$ cat src/rtl/object_spawn_scheduler.sv
// Spawn-pattern sequencer: walks the pattern ROM, waits per-entry centisecond delays, loads free object slots.
// Optional build macro SPAWN_DROP_ON_FULL_EN: discard entries when no slot is free and pulse drop_pulse.
module object_spawn_scheduler #(
    parameter int unsigned NUM_SLOTS = 8,
    parameter int unsigned ADDR_W    = 8,
    parameter int unsigned SYNC_HOLD = 2
) (
    input  logic                 clk_calculation,
    input  logic                 reset,
    input  logic                 clk_centi_second,
    input  logic                 start,
    input  logic                 stop,
    input  logic [ADDR_W-1:0]    base_addr,
    output logic [ADDR_W-1:0]    rom_addr,
    input  logic [67:0]          rom_data,
    input  logic [NUM_SLOTS-1:0] slot_free,
    output logic [NUM_SLOTS-1:0] slot_sync_n,
    output logic [9:0]           spawn_pos_x,
    output logic [9:0]           spawn_pos_y,
    output logic [2:0]           spawn_dir,
    output logic [4:0]           spawn_speed,
    output logic [7:0]           spawn_destroy_time,
    output logic [1:0]           spawn_destroy_trigger,
    output logic [9:0]           spawn_w,
    output logic [9:0]           spawn_h,
    output logic                 busy,
    output logic                 pattern_done,
    output logic [7:0]           spawn_count
`ifdef SPAWN_DROP_ON_FULL_EN
    ,
    output logic                 drop_pulse
`endif
);

    localparam int unsigned SLOT_W = (NUM_SLOTS > 1) ? $clog2(NUM_SLOTS) : 1;
    localparam int unsigned HOLD_W = $clog2(SYNC_HOLD + 1);

    typedef enum logic [2:0] {
        IDLE,
        FETCH,
        LATCH,
        WAIT_DELAY,
        FIND_SLOT,
        LOAD,
        NEXT
    } state_t;

    state_t state, state_d;

    logic [2:0]        centi_sync;
    logic              centi_tick;
    logic [7:0]        delay_cnt;
    logic [HOLD_W-1:0] hold_cnt;
    logic              entry_end;
    logic [SLOT_W-1:0] free_idx;
    logic              free_any;
    logic              delay_done;
    logic              skip_spawn;
    logic              hold_done;
    logic              abort;
    logic              unused_rsvd;

    assign unused_rsvd = rom_data[0];
    assign centi_tick  = centi_sync[1] & ~centi_sync[2];
    assign delay_done  = (delay_cnt == '0);
    assign skip_spawn  = entry_end && ((spawn_w == '0) || (spawn_h == '0));
    assign hold_done   = (hold_cnt == HOLD_W'(SYNC_HOLD - 1));
    assign abort       = stop && (state != IDLE);

    always_comb begin
        free_idx = '0;
        free_any = 1'b0;
        for (int unsigned i = 0; i < NUM_SLOTS; i++) begin
            if (slot_free[i] && !free_any) begin
                free_idx = SLOT_W'(i);
                free_any = 1'b1;
            end
        end
    end

    always_comb begin
        state_d = state;
        case (state)
            IDLE:       if (start && !stop) state_d = FETCH;
            FETCH:      state_d = LATCH;
            LATCH:      state_d = WAIT_DELAY;
            WAIT_DELAY: if (delay_done) state_d = skip_spawn ? NEXT : FIND_SLOT;
`ifdef SPAWN_DROP_ON_FULL_EN
            FIND_SLOT:  state_d = free_any ? LOAD : NEXT;
`else
            FIND_SLOT:  if (free_any) state_d = LOAD;
`endif
            LOAD:       if (hold_done) state_d = NEXT;
            NEXT:       state_d = entry_end ? IDLE : FETCH;
            default:    state_d = IDLE;
        endcase
        if (abort) state_d = IDLE;
    end

    always_ff @(posedge clk_calculation or negedge reset) begin
        if (!reset) state <= IDLE;
        else        state <= state_d;
    end

    always_ff @(posedge clk_calculation or negedge reset) begin
        if (!reset) begin
            centi_sync            <= '0;
            rom_addr              <= '0;
            slot_sync_n           <= '1;
            spawn_pos_x           <= '0;
            spawn_pos_y           <= '0;
            spawn_dir             <= '0;
            spawn_speed           <= '0;
            spawn_destroy_time    <= '0;
            spawn_destroy_trigger <= '0;
            spawn_w               <= '0;
            spawn_h               <= '0;
            busy                  <= 1'b0;
            pattern_done          <= 1'b0;
            spawn_count           <= '0;
            delay_cnt             <= '0;
            hold_cnt              <= '0;
            entry_end             <= 1'b0;
`ifdef SPAWN_DROP_ON_FULL_EN
            drop_pulse            <= 1'b0;
`endif
        end else begin
            centi_sync   <= {centi_sync[1:0], clk_centi_second};
            pattern_done <= 1'b0;
`ifdef SPAWN_DROP_ON_FULL_EN
            drop_pulse   <= 1'b0;
`endif
            if (abort) begin
                slot_sync_n  <= '1;
                busy         <= 1'b0;
                pattern_done <= 1'b1;
            end else begin
                case (state)
                    IDLE: begin
                        if (start && !stop) begin
                            rom_addr    <= base_addr;
                            spawn_count <= '0;
                            busy        <= 1'b1;
                        end
                    end
                    LATCH: begin
                        entry_end             <= rom_data[67];
                        delay_cnt             <= rom_data[66:59];
                        spawn_pos_x           <= rom_data[58:49];
                        spawn_pos_y           <= rom_data[48:39];
                        spawn_dir             <= rom_data[38:36];
                        spawn_speed           <= rom_data[35:31];
                        spawn_destroy_time    <= rom_data[30:23];
                        spawn_destroy_trigger <= rom_data[22:21];
                        spawn_w               <= rom_data[20:11];
                        spawn_h               <= rom_data[10:1];
                    end
                    WAIT_DELAY: begin
                        // a tick arriving in the exit cycle is dropped, never carried over
                        if (!delay_done && centi_tick) delay_cnt <= delay_cnt - 1'b1;
                    end
                    FIND_SLOT: begin
                        if (free_any) begin
                            slot_sync_n <= ~(NUM_SLOTS'(1) << free_idx);
                            hold_cnt    <= '0;
                        end
`ifdef SPAWN_DROP_ON_FULL_EN
                        else begin
                            drop_pulse <= 1'b1;
                        end
`endif
                    end
                    LOAD: begin
                        if (hold_done) begin
                            slot_sync_n <= '1;
                            if (spawn_count != 8'hFF) spawn_count <= spawn_count + 1'b1;
                        end else begin
                            hold_cnt <= hold_cnt + 1'b1;
                        end
                    end
                    NEXT: begin
                        if (entry_end) begin
                            busy         <= 1'b0;
                            pattern_done <= 1'b1;
                        end else begin
                            rom_addr <= rom_addr + 1'b1;
                        end
                    end
                    default: ;
                endcase
            end
        end
    end

endmodule

$ cat config.mk
export PLATFORM = sky130hd
export DESIGN_NAME = object_spawn_scheduler
export DESIGN_NICKNAME = d
export VERILOG_FILES = /design/src/rtl/object_spawn_scheduler.sv
export SDC_FILE = /design/constraint.sdc
export NUM_CORES = 1
export LEC_CHECK = 0
export CAP_MARGIN = 10
export CORE_MARGIN = 5
export CORE_UTILIZATION = 25
export DETAILED_ROUTE_END_ITERATION = 16
export GPL_ROUTABILITY_DRIVEN = 1
export GPL_TIMING_DRIVEN = 0
export PLACE_DENSITY_LB_ADDON = 0.3
export SETUP_SLACK_MARGIN = 0.2
export SYNTH_ARGS = -nofsm -noshare
export SYNTH_HDL_FRONTEND = slang
export SYNTH_SLANG_ARGS = --single-unit
$ cat constraint.sdc
create_clock -name clk_calculation -period 1.9 [get_ports clk_calculation]
set_input_delay 0.285 -clock clk_calculation [delete_from_list [all_inputs] [get_ports clk_calculation]]
set_output_delay 0.285 -clock clk_calculation [all_outputs]
set_load 0.02 [all_outputs]
After elaboration in Yosys (flattened, before gate mapping):

Index checks and enable logic that the tools add are counted.

* $add $sub $neg: 4
* multiply operators: 0
* reductions and logical operators: 40
* eq/ne operators: 20
* bitwise logic cells: 4
* order comparisons: 0
* divide/modulo/power cells: 0
* mux-type cells: 46
* shifts and indexed selects: 1

Operators by type and width (number)
* 2-to-1 mux 8 bit: 9
* one-hot mux 8 bit (2 select lines): 4
* 2-to-1 mux 3 bit: 10
* one-hot mux 3 bit (7 select lines): 1
* zero test 10 bit: 2
* adder 8 x 1 -> 8 bit, second input constant: 2
* 2-to-1 mux 1 bit: 16
* inequality test 3 bit, second input constant: 5
* inequality test 2 bit, second input constant: 7
* AND reduction 4 bit: 3
* logical AND 1 bit: 11
* equality test 3 bit, second input constant: 3
* zero test 1 bit: 9
* AND reduction 3 bit: 3
* nonzero test 3 bit: 3
* zero test 8 bit: 1
* 2-to-1 mux 2 bit: 4
* inequality test 8 bit, second input constant: 1
* NOT 8 bit: 1
* nonzero test 2 bit: 4
* << shifter 1 x 3 -> 8 bit, first input constant: 1
* subtractor 8 x 1 -> 8 bit, second input constant: 1
* equality test 3 x 2 -> 1 bit, second input constant: 2
* AND reduction 5 bit: 1
* other kinds (10): 11

* input port bits: 89
* memory bits (read-only): 0
* logic and storage cells: 133
* latch bits: 0
* memories kept: 0
* output and inout bits: 84
* flip-flop bits (word level): 101
* RAM bits: 0

Depth between registers and ports, before layout:

* word-level depth: 27
* mapped depth: 8
* gate-level depth less buffers: 6

Worst setup path after synthesis:

Ideal clock, no wire load.

* path kind: flip-flop to flip-flop
* start: register delay_cnt[0]
* end: register delay_cnt[5]
* library setup time: 0.121 ns
* arrival: 1.657 ns
* buffers on the path: 0
* period minus slack after synthesis: 1.778 ns
* stages on the path, launching flop included: 7
* required time: 1.779 ns
* slack: 0.122 ns
* cell sequence: dfrtp_1 > inv_1 > ha_1 > or4b_1 > o221ai_2 > o21ba_2 > o22a_1

* cells in the longest elaborated chain, start to end: 5
* elaborated cells on any way between the ends: 8
* those cells by class: add/sub (1); eq/ne (1); mux (2); reduce/logical (4)

RTL lines
* start, declared: RTL line 52 `logic [7:0] delay_cnt;`
* start signal, assigned: RTL line 148 `delay_cnt <= rom_data[66:59];`
* start signal, assigned: RTL line 160 `if (!delay_done && centi_tick) delay_cnt <= delay_cnt - 1'b1;`
* parallel branches: the longest is 5 deep, another holds subtractor 8 x 1 -> 8 bit

Several ways; the timed one is not identified. The select of a mux whose other input is x is not followed.
A chain may end at the register's enable or synchronous reset.

Worst setup path in the final report:

* start: register delay_cnt[1]
* end: register delay_cnt[5]

The elaborated chain is that of the path after synthesis.

==> results.yml <==
clock_network:
  cts_tree: "yes"
  path_clk_slew_ns: 0.07
  root_buffer: "clkbuf_16"
  clock_path_buffers: 2
  htree_levels: 3
  cts_buffers: 9
  clock_sinks: 101
  worstSkewPairLatency_ns: 0.35
worst_setup_path:
  cp-start-kind: "flip-flop"
  path_delay_family: "compound AO/OA/AOI/OAI gates"
  slowest_delay_ns: 0.47
  worst-path-buf-inv: 1
  crit_required_ns: 2.13
  path_class: "reg -> reg"
  worstPathArrival_ns: 2.03
  cp_cell_sequence: "inv_4, ha_4, or4b_4, o221ai_4, o21ba_4, o22a_1"
  cp-end-kind: "flip-flop"
  crit_path_top_delay_cell: "or4b_4"
  path_max_fanout: 5
final_layout:
  drive_above_1_share_pct: 30.38
  finalNonFillerCells: 893
  post-route-util_pct: 43.28
  final_nets: 721
  fill_cells: 1753
  syn2layout_area_growth_pct: 69.90
synth:
  syn_nets: 497
  ys_seq_area_share_pct: 52.90
  ys_top_cells_by_area: "dfrtp_1, mux2_2, dfstp_2"
  ys_async_sr_fraction_pct: 100.0
  ys_types: 63
  synth_edf_count: 0
  mappedNetlistArea_um2: 4797
  ys.flop_type: "dfrtp_1"
  yosysWarnings: 0
  yosys_register_bits: 101
  synth_top_area_cell: "dfrtp_1"
  synth.avg_cell_area_um2: 11.90
  synth_top_cell_area_share_pct: 48.51
  syn_inst: 403
sta:
  tightest_slew_ns: 0.4534
  skew_ns: 0.008382
  fin_crit_ns: 1.805
  hold_viol_final: 0
  timing.fmax_mhz: 554.1
  final_max_slew_viol_count: 0
  final.period_utilization_pct: 94.99
  setup_viol: 0
  rsz0062_at_grt: "true"
  maxSlewHeadroom_pct: 69.77
  hold_slack_ns: 0.3506
grt:
  use_met1_pct: 15.06
  busiest_layer: "met2"
  met3_usage_pct: 7.465
  use_met2_pct: 21.39
  grt_pass1_wl_mm: 23.37
  grt_max_degree: 69
  globalRouteOverflowTotal: 0
  antenna_found_initial: 1
  grt_pass1_vias: 4479
  grt_usage_pct: 13.24
detailed_routing:
  vias_per_cell: 4.723
  first_iter_violations: 135
  wl_mm: 15.45
  antenna_left: 0
  wl_per_cell_um: 17.30
  remaining_drc_errors: 0
  vias: 4218
  dr.pass1.iters: 4
run:
  maxCapViolations: 0
die:
  io_pins: 173
  start_util_pct: 25.48
  die_height_um: 148.5
  die_w_um: 148.5
  dieArea_um2: 22060
  core.rowCount: 50
  core_area_um2: 18830
run_status:
  status: "complete, no violations"
placed_design:
  placed_cells: 835
  dpl.hpwl_mm: 10.78
  io_buffers: 171
  globalplace.congestion: 0.8237
power_and_ir_drop:
  leakage_nw: 3.431
  total_power_w: 0.01151
  irDropWorstVdd_mv: 0.9765
  power_per_cell_area_nw_per_um2: 1412
min_path:
  hp-class: "reg -> reg"
## timing repair
| action | 4_1_cts | 5_1_grt |
|---|---|---|
| hold buffers | 1 | 0 |
| endpoints found under the hold margin | 33 | 0 |
| setup endpoints to repair | 107 | 90 |
| pin swaps | 8 | 16 |
| gates resized for setup | 63 | 108 |
| cloned | 2 | 7 |
| buffers inserted | 16 | 15 |
## routing by layer
layer | vias to the layer above | part of all wire (%)
li1 | 1951 | -
met1 | 2079 | 40
met2 | 175 | 47
met3 | 13 | 11
met4 | 0 | 1.2
met5 | - | 0
## area by class of cell
type / instances / area, um2 / share of cell area [%]
antenna: 1 / 2.502 / 0.03070
clock buffer: 10 / 229.0 / 2.809
inverter: 11 / 43.79 / 0.5373
buffer: 21 / 257.7 / 3.162
clock inverter: 6 / 72.57 / 0.8904
multi-input combinational: 271 / 2519 / 30.90
tap: 260 / 325.3 / 3.991
sequential: 101 / 2541 / 31.18
timing repair buffer: 212 / 2160 / 26.50
## placed cells by master (no fill, tap or decap), drive strengths merged, types with 5 or more instances in the layout
cell and count:
a21oi 17, inv 12, dlygate4sd2 19, nor3 7, a2bb2oi 5, buf 55, dlymetal6s2s 12, nor4 9
clkbuf 17, nand3 13, mux2 62, dfstp 8, o21ai 26, nor2b 5, nand2b 8, and3 5
dfrtp 93, a31oi 6, clkdlybuf4s50 139, ha 5, nand2 12, nor2 21
## logic make-up (layout without fill, tap and decap cells)
logic type | count (synthesis) | in the layout | synth area share, %
other | 0 | 1 | 0
xor gates and xnor gates | 1 | 1 | 0.1826
and+or+nand+nor | 113 | 114 | 14.95
AOI/OAI and AO/OA | 86 | 86 | 11.82
DFF | 101 | 101 | 52.90
buffers and inverters | 32 | 260 | 3.521
adders and majority gates | 5 | 5 | 1.304
muxes | 65 | 65 | 15.34
## sequential cells by signal (all words and copies together), names as in the netlist
signal	cells
centi_sync	3
spawn_pos_y	10
pattern_done	1
spawn_pos_x	10
spawn_w	10
rom_addr	8
spawn_destroy_time	8
spawn_h	10
entry_end	1
spawn_destroy_trigger	2
hold_cnt	2
state	3
busy	1
spawn_speed	5
spawn_count	8
spawn_dir	3
delay_cnt	8
slot_sync_n	8
## synthesized netlist by cell type (3+ instances only)
master	count
nand3_1	13
inv_1	11
a2bb2oi_1	5
a21oi_1	17
and3b_1	3
nand2b_1	8
buf_6	3
and2_1	3
mux2i_1	3
o21ai_0	21
dfrtp_1	93
a31oi_1	6
a211oi_1	3
nor2b_1	5
ha_1	5
or4_1	4
nor3_1	5
o21ai_1	5
nand4b_1	4
o22a_1	4
dfstp_2	8
mux2_2	56
o22ai_1	3
buf_2	15
and3_1	5
o31ai_1	4
nand2_1	12
nor2_1	21
mux2_1	4
nor4_1	8
## path summary, 6_finish.rpt
| kind | startpoint | endpoint | slack (ns) | depth (start not counted) |
|---|---|---|---|---|
| max | delay_cnt[1]$_DFFE_PN0P_ | delay_cnt[5]$_DFFE_PN0P_ | 0.1 | 6 |
| min | centi_sync[0]$_DFF_PN0_ | centi_sync[1]$_DFF_PN0_ | 0.35 | 0 |
| max reg2reg | delay_cnt[1]$_DFFE_PN0P_ | delay_cnt[5]$_DFFE_PN0P_ | 0.1 | 6 |
| min reg2reg | centi_sync[0]$_DFF_PN0_ | centi_sync[1]$_DFF_PN0_ | 0.35 | 0 |
| max in group asynchronous | reset | slot_sync_n[4]$_DFFE_PN1P_ | 0.74 | 3 |
| min in group asynchronous | reset | spawn_speed[3]$_DFFE_PN0P_ | 0.42 | 2 |
## report_power, final
part	total [W]	switching (W)	internal [W]
combinational	0.00586	0.00261	0.00325
clock	0.00189	0.000855	0.00104
sequential	0.00375	0.000706	0.00305
total	0.0115	0.00417	0.00733
## per-stage QoR
step / worst slack [ns] / instance area, um2 / TNS [ns]
6_report: 0.09515 / 8150 / 0
5_1_grt: 0.03524 / 8150 / 0
4_1_cts: 0.09453 / 7533 / 0
3_5_place_dp: -0.5182 / 6907 / -28.75
3_3_place_gp: -3.320 / 6882 / -349.54
2_1_floorplan: 0.1723 / 4845 / 0
No activity file was read; power rests on OpenSTA's default activity.
